--- src/rtl/adder_pkg.sv ---
// Shared defaults and helpers for the pipelined add/subtract unit.
package adder_pkg;

    localparam int DEF_WIDTH  = 16;
    localparam int DEF_STAGES = 4;

    // Width of the slice of the operands handled by each pipeline stage.
    function automatic int chunk_w(input int width, input int stages);
        return width / stages;
    endfunction

endpackage

--- src/rtl/adder_slice.sv ---
// Combinational ripple-carry adder over one CW-bit chunk, built from full-adder cells.
module adder_slice
    import adder_pkg::*;
#(
    parameter int CW = 4
) (
    input  logic [CW-1:0] a,
    input  logic [CW-1:0] b,
    input  logic          cin,
    output logic [CW-1:0] sum,
    output logic          cout
);

    // Carry chain; bit 0 is the chunk carry-in, bit CW the chunk carry-out.
    logic [CW:0] c;

    assign c[0] = cin;

    for (genvar i = 0; i < CW; i++) begin : g_fa
        assign sum[i]  = a[i] ^ b[i] ^ c[i];
        assign c[i+1]  = (a[i] & b[i]) | (c[i] & (a[i] ^ b[i]));
    end

    assign cout = c[CW];

endmodule

--- src/rtl/pipelined_adder.sv ---
// Pipelined add/subtract unit: one CW-bit chunk per stage, carry registered between
// stages, single global advance enable for valid/ready flow control.
module pipelined_adder
    import adder_pkg::*;
#(
    parameter int WIDTH  = DEF_WIDTH,
    parameter int STAGES = DEF_STAGES
) (
    input  logic             clk,
    input  logic             rst_n,
    input  logic             in_valid,
    output logic             in_ready,
    input  logic [WIDTH-1:0] a,
    input  logic [WIDTH-1:0] b,
    input  logic             cin,
    input  logic             sub,
    output logic             out_valid,
    input  logic             out_ready,
    output logic [WIDTH-1:0] sum,
    output logic             carry,
    output logic             overflow
);

    localparam int CW = chunk_w(WIDTH, STAGES);

    if (STAGES < 1 || STAGES > WIDTH || (WIDTH % STAGES) != 0) begin : g_bad_params
        $error("pipelined_adder: WIDTH must be a multiple of STAGES and 1 <= STAGES <= WIDTH");
    end

    // Everything a beat carries down the pipe: full operands (b already inverted for
    // subtract), partial sum built chunk by chunk, running carry and the two sign bits.
    typedef struct packed {
        logic [WIDTH-1:0] a;
        logic [WIDTH-1:0] b;
        logic [WIDTH-1:0] s;
        logic             c;
        logic             sa;
        logic             sb;
    } beat_t;

    beat_t             st_in  [STAGES];
    beat_t             st_nxt [STAGES];
    beat_t             st_q   [STAGES];
    logic [STAGES-1:0] vld_in;
    logic [STAGES-1:0] vld_q;
    logic [CW-1:0]     chunk_s [STAGES];
    logic [STAGES-1:0] chunk_c;
    logic [WIDTH-1:0]  b_eff;
    logic              en;

    // Whole pipe advances together unless a finished result is waiting on the consumer.
    assign en       = !out_valid || out_ready;
    assign in_ready = en;
    assign b_eff    = sub ? ~b : b;

    // Stage inputs: stage 0 takes the pins, later stages take the previous stage register.
    always_comb begin
        st_in[0].a  = a;
        st_in[0].b  = b_eff;
        st_in[0].s  = '0;
        st_in[0].c  = sub | cin;
        st_in[0].sa = a[WIDTH-1];
        st_in[0].sb = b_eff[WIDTH-1];
        vld_in[0]   = in_valid;
        for (int k = 1; k < STAGES; k++) begin
            st_in[k]  = st_q[k-1];
            vld_in[k] = vld_q[k-1];
        end
    end

    for (genvar k = 0; k < STAGES; k++) begin : g_stage
        adder_slice #(.CW(CW)) u_slice (
            .a    (st_in[k].a[k*CW +: CW]),
            .b    (st_in[k].b[k*CW +: CW]),
            .cin  (st_in[k].c),
            .sum  (chunk_s[k]),
            .cout (chunk_c[k])
        );
    end

    // Each stage drops its chunk result into the partial sum and replaces the carry.
    always_comb begin
        for (int k = 0; k < STAGES; k++) begin
            st_nxt[k]                = st_in[k];
            st_nxt[k].s[k*CW +: CW]  = chunk_s[k];
            st_nxt[k].c              = chunk_c[k];
        end
    end

    // Stage registers: shift on en; data only reloads behind a valid beat so bubbles
    // leave the last value in place.
    always_ff @(posedge clk) begin
        for (int k = 0; k < STAGES; k++) begin
            if (!rst_n) begin
                vld_q[k] <= 1'b0;
                st_q[k]  <= '0;
            end else if (en) begin
                vld_q[k] <= vld_in[k];
                if (vld_in[k]) begin
                    st_q[k] <= st_nxt[k];
                end
            end
        end
    end

    assign out_valid = vld_q[STAGES-1];
    assign sum       = st_q[STAGES-1].s;
    assign carry     = st_q[STAGES-1].c;
    assign overflow  = (st_q[STAGES-1].sa == st_q[STAGES-1].sb) &&
                       (st_q[STAGES-1].s[WIDTH-1] != st_q[STAGES-1].sa);

    // Operands are fully consumed by the last stage.
    logic unused_ops;
    assign unused_ops = ^{st_q[STAGES-1].a, st_q[STAGES-1].b};

endmodule

--- config.mk ---
export PLATFORM = sky130hd
export DESIGN_NAME = pipelined_adder
export DESIGN_NICKNAME = d
export VERILOG_FILES = /design/src/rtl/adder_pkg.sv /design/src/rtl/adder_slice.sv /design/src/rtl/pipelined_adder.sv
export SDC_FILE = /design/constraint.sdc
export NUM_CORES = 1
export LEC_CHECK = 0
export ABC_AREA = 1
export CAP_MARGIN = 25
export CORE_MARGIN = 3
export CORE_UTILIZATION = 35
export CTS_CLUSTER_SIZE = 28
export DETAILED_ROUTE_END_ITERATION = 16
export PLACE_DENSITY = 0.6
export SLEW_MARGIN = 20
export SYNTH_ARGS = -nofsm -noshare
export SYNTH_HDL_FRONTEND = slang
export SYNTH_SLANG_ARGS = --single-unit
--- constraint.sdc ---
create_clock -name clk -period 6 [get_ports clk]
set_input_delay 0.9 -clock clk [delete_from_list [all_inputs] [get_ports clk]]
set_output_delay 0.9 -clock clk [all_outputs]
set_load 0.005 [all_outputs]
# --- After elaboration in Yosys (flattened, before gate mapping) ---
# Memory sizes are Yosys's and may differ from the RTL's.
# Index checks and enable logic that the tools add are counted.
classes:
  add_sub_neg: 0
  mul: 0
  div_mod_pow: 0
  order_cmp: 0
  n_eq_ne: 2
  shifts: 0
  n_mux: 22
  bitwise: 86
  n_reduce_logical: 3
op_table:
  columns: ["op", "count"]
  rows:
  - ["$mux 51", 4]
  - ["$and 1x1->1", 32]
  - ["$xor 1x1->1", 32]
  - ["$or 1x1->1", 21]
  - ["$mux 1", 17]
  - ["$mux 16", 1]
  - ["$not 16->16", 1]
  - ["$eq 1x1->1", 1]
  - ["$logic_and 1x1->1", 1]
  - ["$logic_not 1->1", 1]
  - ["$logic_or 1x1->1", 1]
  - ["$ne 1x1->1", 1]
word_totals:
  register_bits: 4
  latchBits: 0
  ram_bits: 204
  romBits: 0
  out_inout_bits: 20
  word_cells: 115
  n_memories: 1
memory_table:
  columns: ["memory", "depth", "word_bits", "rd", "rd_clocked_by_memory_dff", "wr", "line_no", "rtl"]
  rows:
  - ["st_q", 4, 51, 4, 0, 4, "pipelined_adder.sv:43", "beat_t st_q [STAGES];"]

# --- Depth between registers and ports, before layout ---
logic_depth:
  word_depth: 12
  depth_mapped: 11
  ltp_nobuf: 9

# --- Hierarchy ---
# A second synthesis with hierarchy kept.
unflattened:
  cells_unflattened: 446
  hier_area_um2: 4842.1
by_module_without_submodules:
  columns: ["mod", "instances", "cells_each", "area_per_inst_um2", "seq_area_each_um2"]
  rows:
  - ["pipelined_adder", 1, 390, 4371.7, 2902.8]
  - ["adder_slice", 4, 14, 117.6, 0.0]

# --- Worst setup path after synthesis ---
# Ideal clock, no wire load.
synth_path:
  path_kind: "input to register"
  from: "input port sub"
  to: "memory st_q[0][6] in the netlist's numbering, data pin"
  t_arrival_ns: 2.893
  required_ns: 5.749
  path_slack_ns: 2.857
  path_stages: 11
  path_buffers: 2
  path_cell_list: "buf_4 > buf_4 > xor2_1 > fa_1 > fa_1 > inv_1 > fa_1 > inv_1 > fa_1 > inv_1 > nor2_1"
synth_lines:
  columns: ["element", "line_no", "rtl"]
  rows:
  - ["start, declared", "pipelined_adder.sv:16", "input logic sub,"]
  - ["end, declared", "pipelined_adder.sv:43", null]

==> summary.md <==
| Metric | Value |
|---|---|
| Post-Route Setup TNS | `0 ps` |
| Crit path max-delay cell type | `clkdlybuf4s50_1` |
| CP peak stage delay | `740 ps` |
| Outcome | `finished, final reports clean` |
| Ys Warns | `0` |
| FF-to-FF Start | `st_q[2][2]$_SDFFCE_PN0P_` |
| Fin area | `5568 µm²` |
| Seq pwr share | `0.524` |
| Post-synth EDFFs | `94` |
| Final net count | `514` |
| Post-CTS Resized | `0` |
| Io pins | `58` |
| Average routed wire per standard cell | `9.493 µm` |
| Synth top cells by count | `inv_1, edfxtp_1, nor2_1` |
| Seq cells post-synth | `98` |
| Top_reg_cell synth | `edfxtp_1` |
| Yosys cell types | `21` |
| VDD IR-drop max | `128.6 µV` |
| RSZ-0062 raised after global routing | `false` |
| Worst EP arrival | `3670 ps` |
| Hold Crit Endpoint | `vld_q[3]$_SDFFE_PN0N_` |
| Async set-reset flop share out of synthesis | `0` |
| Worst R2R End | `st_q[3][18]$_SDFFCE_PN0P_` |
| Gr usage total | `0.09343` |
| Comb pwr share | `0.091` |
| First-pass DRT Iterations | `4` |
| Area contributors post-synth | `edfxtp_1, inv_1, fa_1` |
| Cells after synthesis | `418` |
| Top-count cell post-synth | `inv_1` |
| Die H | `121.4 µm` |
| Via-per-instance ratio | `3.783` |
| Routability cong. | `0.7762` |
| Total Wirelength | `6047 µm` |
| Max-Cap Viols | `0` |
| Core Util, Final | `0.4341` |
| Placed cell area | `5243 µm²` |
| Antenna cells | `0` |
| Psw | `0.3196 mW` |
| Max Slew Vio Count | `0` |
| Initial Util | `0.3636` |
| Max Freq | `0.2783 GHz` |
| Crit Path Max Fanout | `18` |
| Number of port buffers | `57` |
| Sw frac | `0.2073` |
| Hold path startpoint | `vld_q[2]$_SDFFE_PN0N_` |
| CP required | `6070 ps` |
| Detailed Place HPWL | `4439 µm` |
| Mapped cell area | `4663 µm²` |
| Setup violators final | `0` |
| Internal | `1.222 mW` |
| Post-CTS Setup Bufs | `0` |
| Total number of vias | `2410` |
| Vias in the first global route | `2421` |
| Most frequent CP cell | `fa_1` |
| Layout Cells excl Fill | `637` |
| Sink Count | `98` |
| First-pass GRT wire length | `10840 µm` |
| Worst Hold Depth | `2` |
| Element type at the critical path end | `register` |
| Final hold violation count | `0` |
| Pleak | `2.341 nW` |
| CP cell instances | `clkdlybuf4s50_1, or2_2, fa_1, fa_1, inv_1, fa_1, inv_1, fa_1, inv_1, nor2_1` |
| Worst-Skew Late Latency | `330 ps` |
| Min-delay worst type | `reg2reg` |
| Layout cell share with drive strength beyond 1 | `0.1398` |
| Full die area | `14740 µm²` |
| CTS tree | `yes` |
| Post-synthesis sequential area ratio | `0.6225` |
| Post-DRT Antenna Nets | `0` |
| CTS H-tree depth | `3` |
| Area Overhead vs Synth | `19.40%` |
| Reg-to-reg slack, setup | `3680 ps` |
| Pwr dens | `276.8 nW/µm²` |
| Final routed DRC violation total | `0` |
| Normalized max-slew margin | `0.4634` |
| Root buf cell | `clkbuf_16` |
| CTS Buf Count | `9` |
| Slew @ Worst Pin | `802.9 ps` |
| R2R cell count | `8` |
| Placeable core area | `12820 µm²` |
| Gr ovfl total | `0` |
| Post-Place Cells | `620` |
| Startpoint Class | `input port` |
| # rows | `41` |
| Post-synth top area cell | `edfxtp_1` |
| Post-synthesis average cell area | `11.16 µm²` |
| Post-synth top area share | `0.6053` |
| Worst hold margin | `472.1 ps` |
| Fin crit share | `0.5988` |
| Worst-path clk slew | `60 ps` |
| Die X | `121.4 µm` |
| Clock Path Buffers | `2` |
| Pin count of the biggest net entering global routing | `31` |
| Skew final | `5.573 ps` |
| Clock share of power | `0.385` |
| WS Path Type | `in2reg` |
| Synth Net Count | `472` |
| Minimum clock period | `3593 ps` |
| CP Launch Point | `sub` |
| CTS Hold Bufs | `0` |
| Initial antenna violation count | `0` |
| Initial drt markers | `103` |
-- worst max-delay path by stage --
stage                               end  cells past startpoint  slack [ps]
2_1_floorplan  st_q[0][6]$_SDFFCE_PN0P_                     11        2860
3_3_place_gp   st_q[0][6]$_SDFFCE_PN0P_                     10        2100
3_5_place_dp   st_q[0][6]$_SDFFCE_PN0P_                     10        2030
4_1_cts        st_q[0][6]$_SDFFCE_PN0P_                     10        2380
5_1_grt        st_q[0][6]$_SDFFCE_PN0P_                     10        2200
6_report       st_q[0][6]$_SDFFCE_PN0P_                     10        2410
-- metrics by stage --
stage,worst slack [ps],power (mW)
6_report,2407,1.541
3_3_place_gp,2100,0.9599
2_1_floorplan,2857,0.9162
3_5_place_dp,2027,0.9658
5_1_grt,2198,1.618
4_1_cts,2383,1.559
-- layout make-up --
type                       instances  area [µm²]
multi-input combinational        179        1101
clock buffer                      10       229.0
sequential                        98        2903
clock inverter                     6       81.33
tap                              172       215.2
fill                            1245        7257
timing repair buffer              59       613.1
inverter                         113       425.4
-- cells in the final DEF, fill, tap and decap left out, types with 2 or more instances in the layout --
master           count
bufinv_16            2
clkbuf_16            9
clkdlybuf4s50_1     57
clkinv_2             3
dfxtp_1              4
edfxtp_1            94
fa_1                16
inv_1              110
inv_2                2
nand2_1             52
nand2_4              2
nand3_2              2
nor2_1              59
nor2_2              39
xor2_1               3
-- metal layers --
metal  track usage  wire length, µm
met1        0.1163             2833
met2        0.1492             2681
met3       0.02797              417
met4       0.04412              114
met5             0                0
-- power by group through the flow --
stage | logic (mW) | registers [mW] | clock network (mW)
floorplan | 0.0961 | 0.820 | 0
global placement | 0.137 | 0.823 | 0
detailed placement | 0.142 | 0.824 | 0
CTS | 0.143 | 0.809 | 0.606
global route | 0.165 | 0.812 | 0.641
finish | 0.141 | 0.808 | 0.593
-- worst max-delay path: cells and delay by family --
| kind | cells | cell delay, ps |
|---|---|---|
| fa+ha+maj | 4 | 1350 |
| simple gates | 2 | 500 |
| buf+inv | 4 | 930 |
-- registers in the layout (all words and copies together) (netlist names) --
name	cells
vld_q	4
st_q	94
-- cell families (layout without fill, tap and decap cells) --
kind of cell    after synthesis  in the layout  share of synthesized area
xor+xnor                      4              4                   0.007514
compound gates                2              2                   0.002144
buf+inv                     141            188                     0.1414
fa+ha+maj                    16             16                    0.06869
flops                        98             98                     0.6225
simple gates                157            157                     0.1578
No activity file was read; power rests on OpenSTA's default activity.
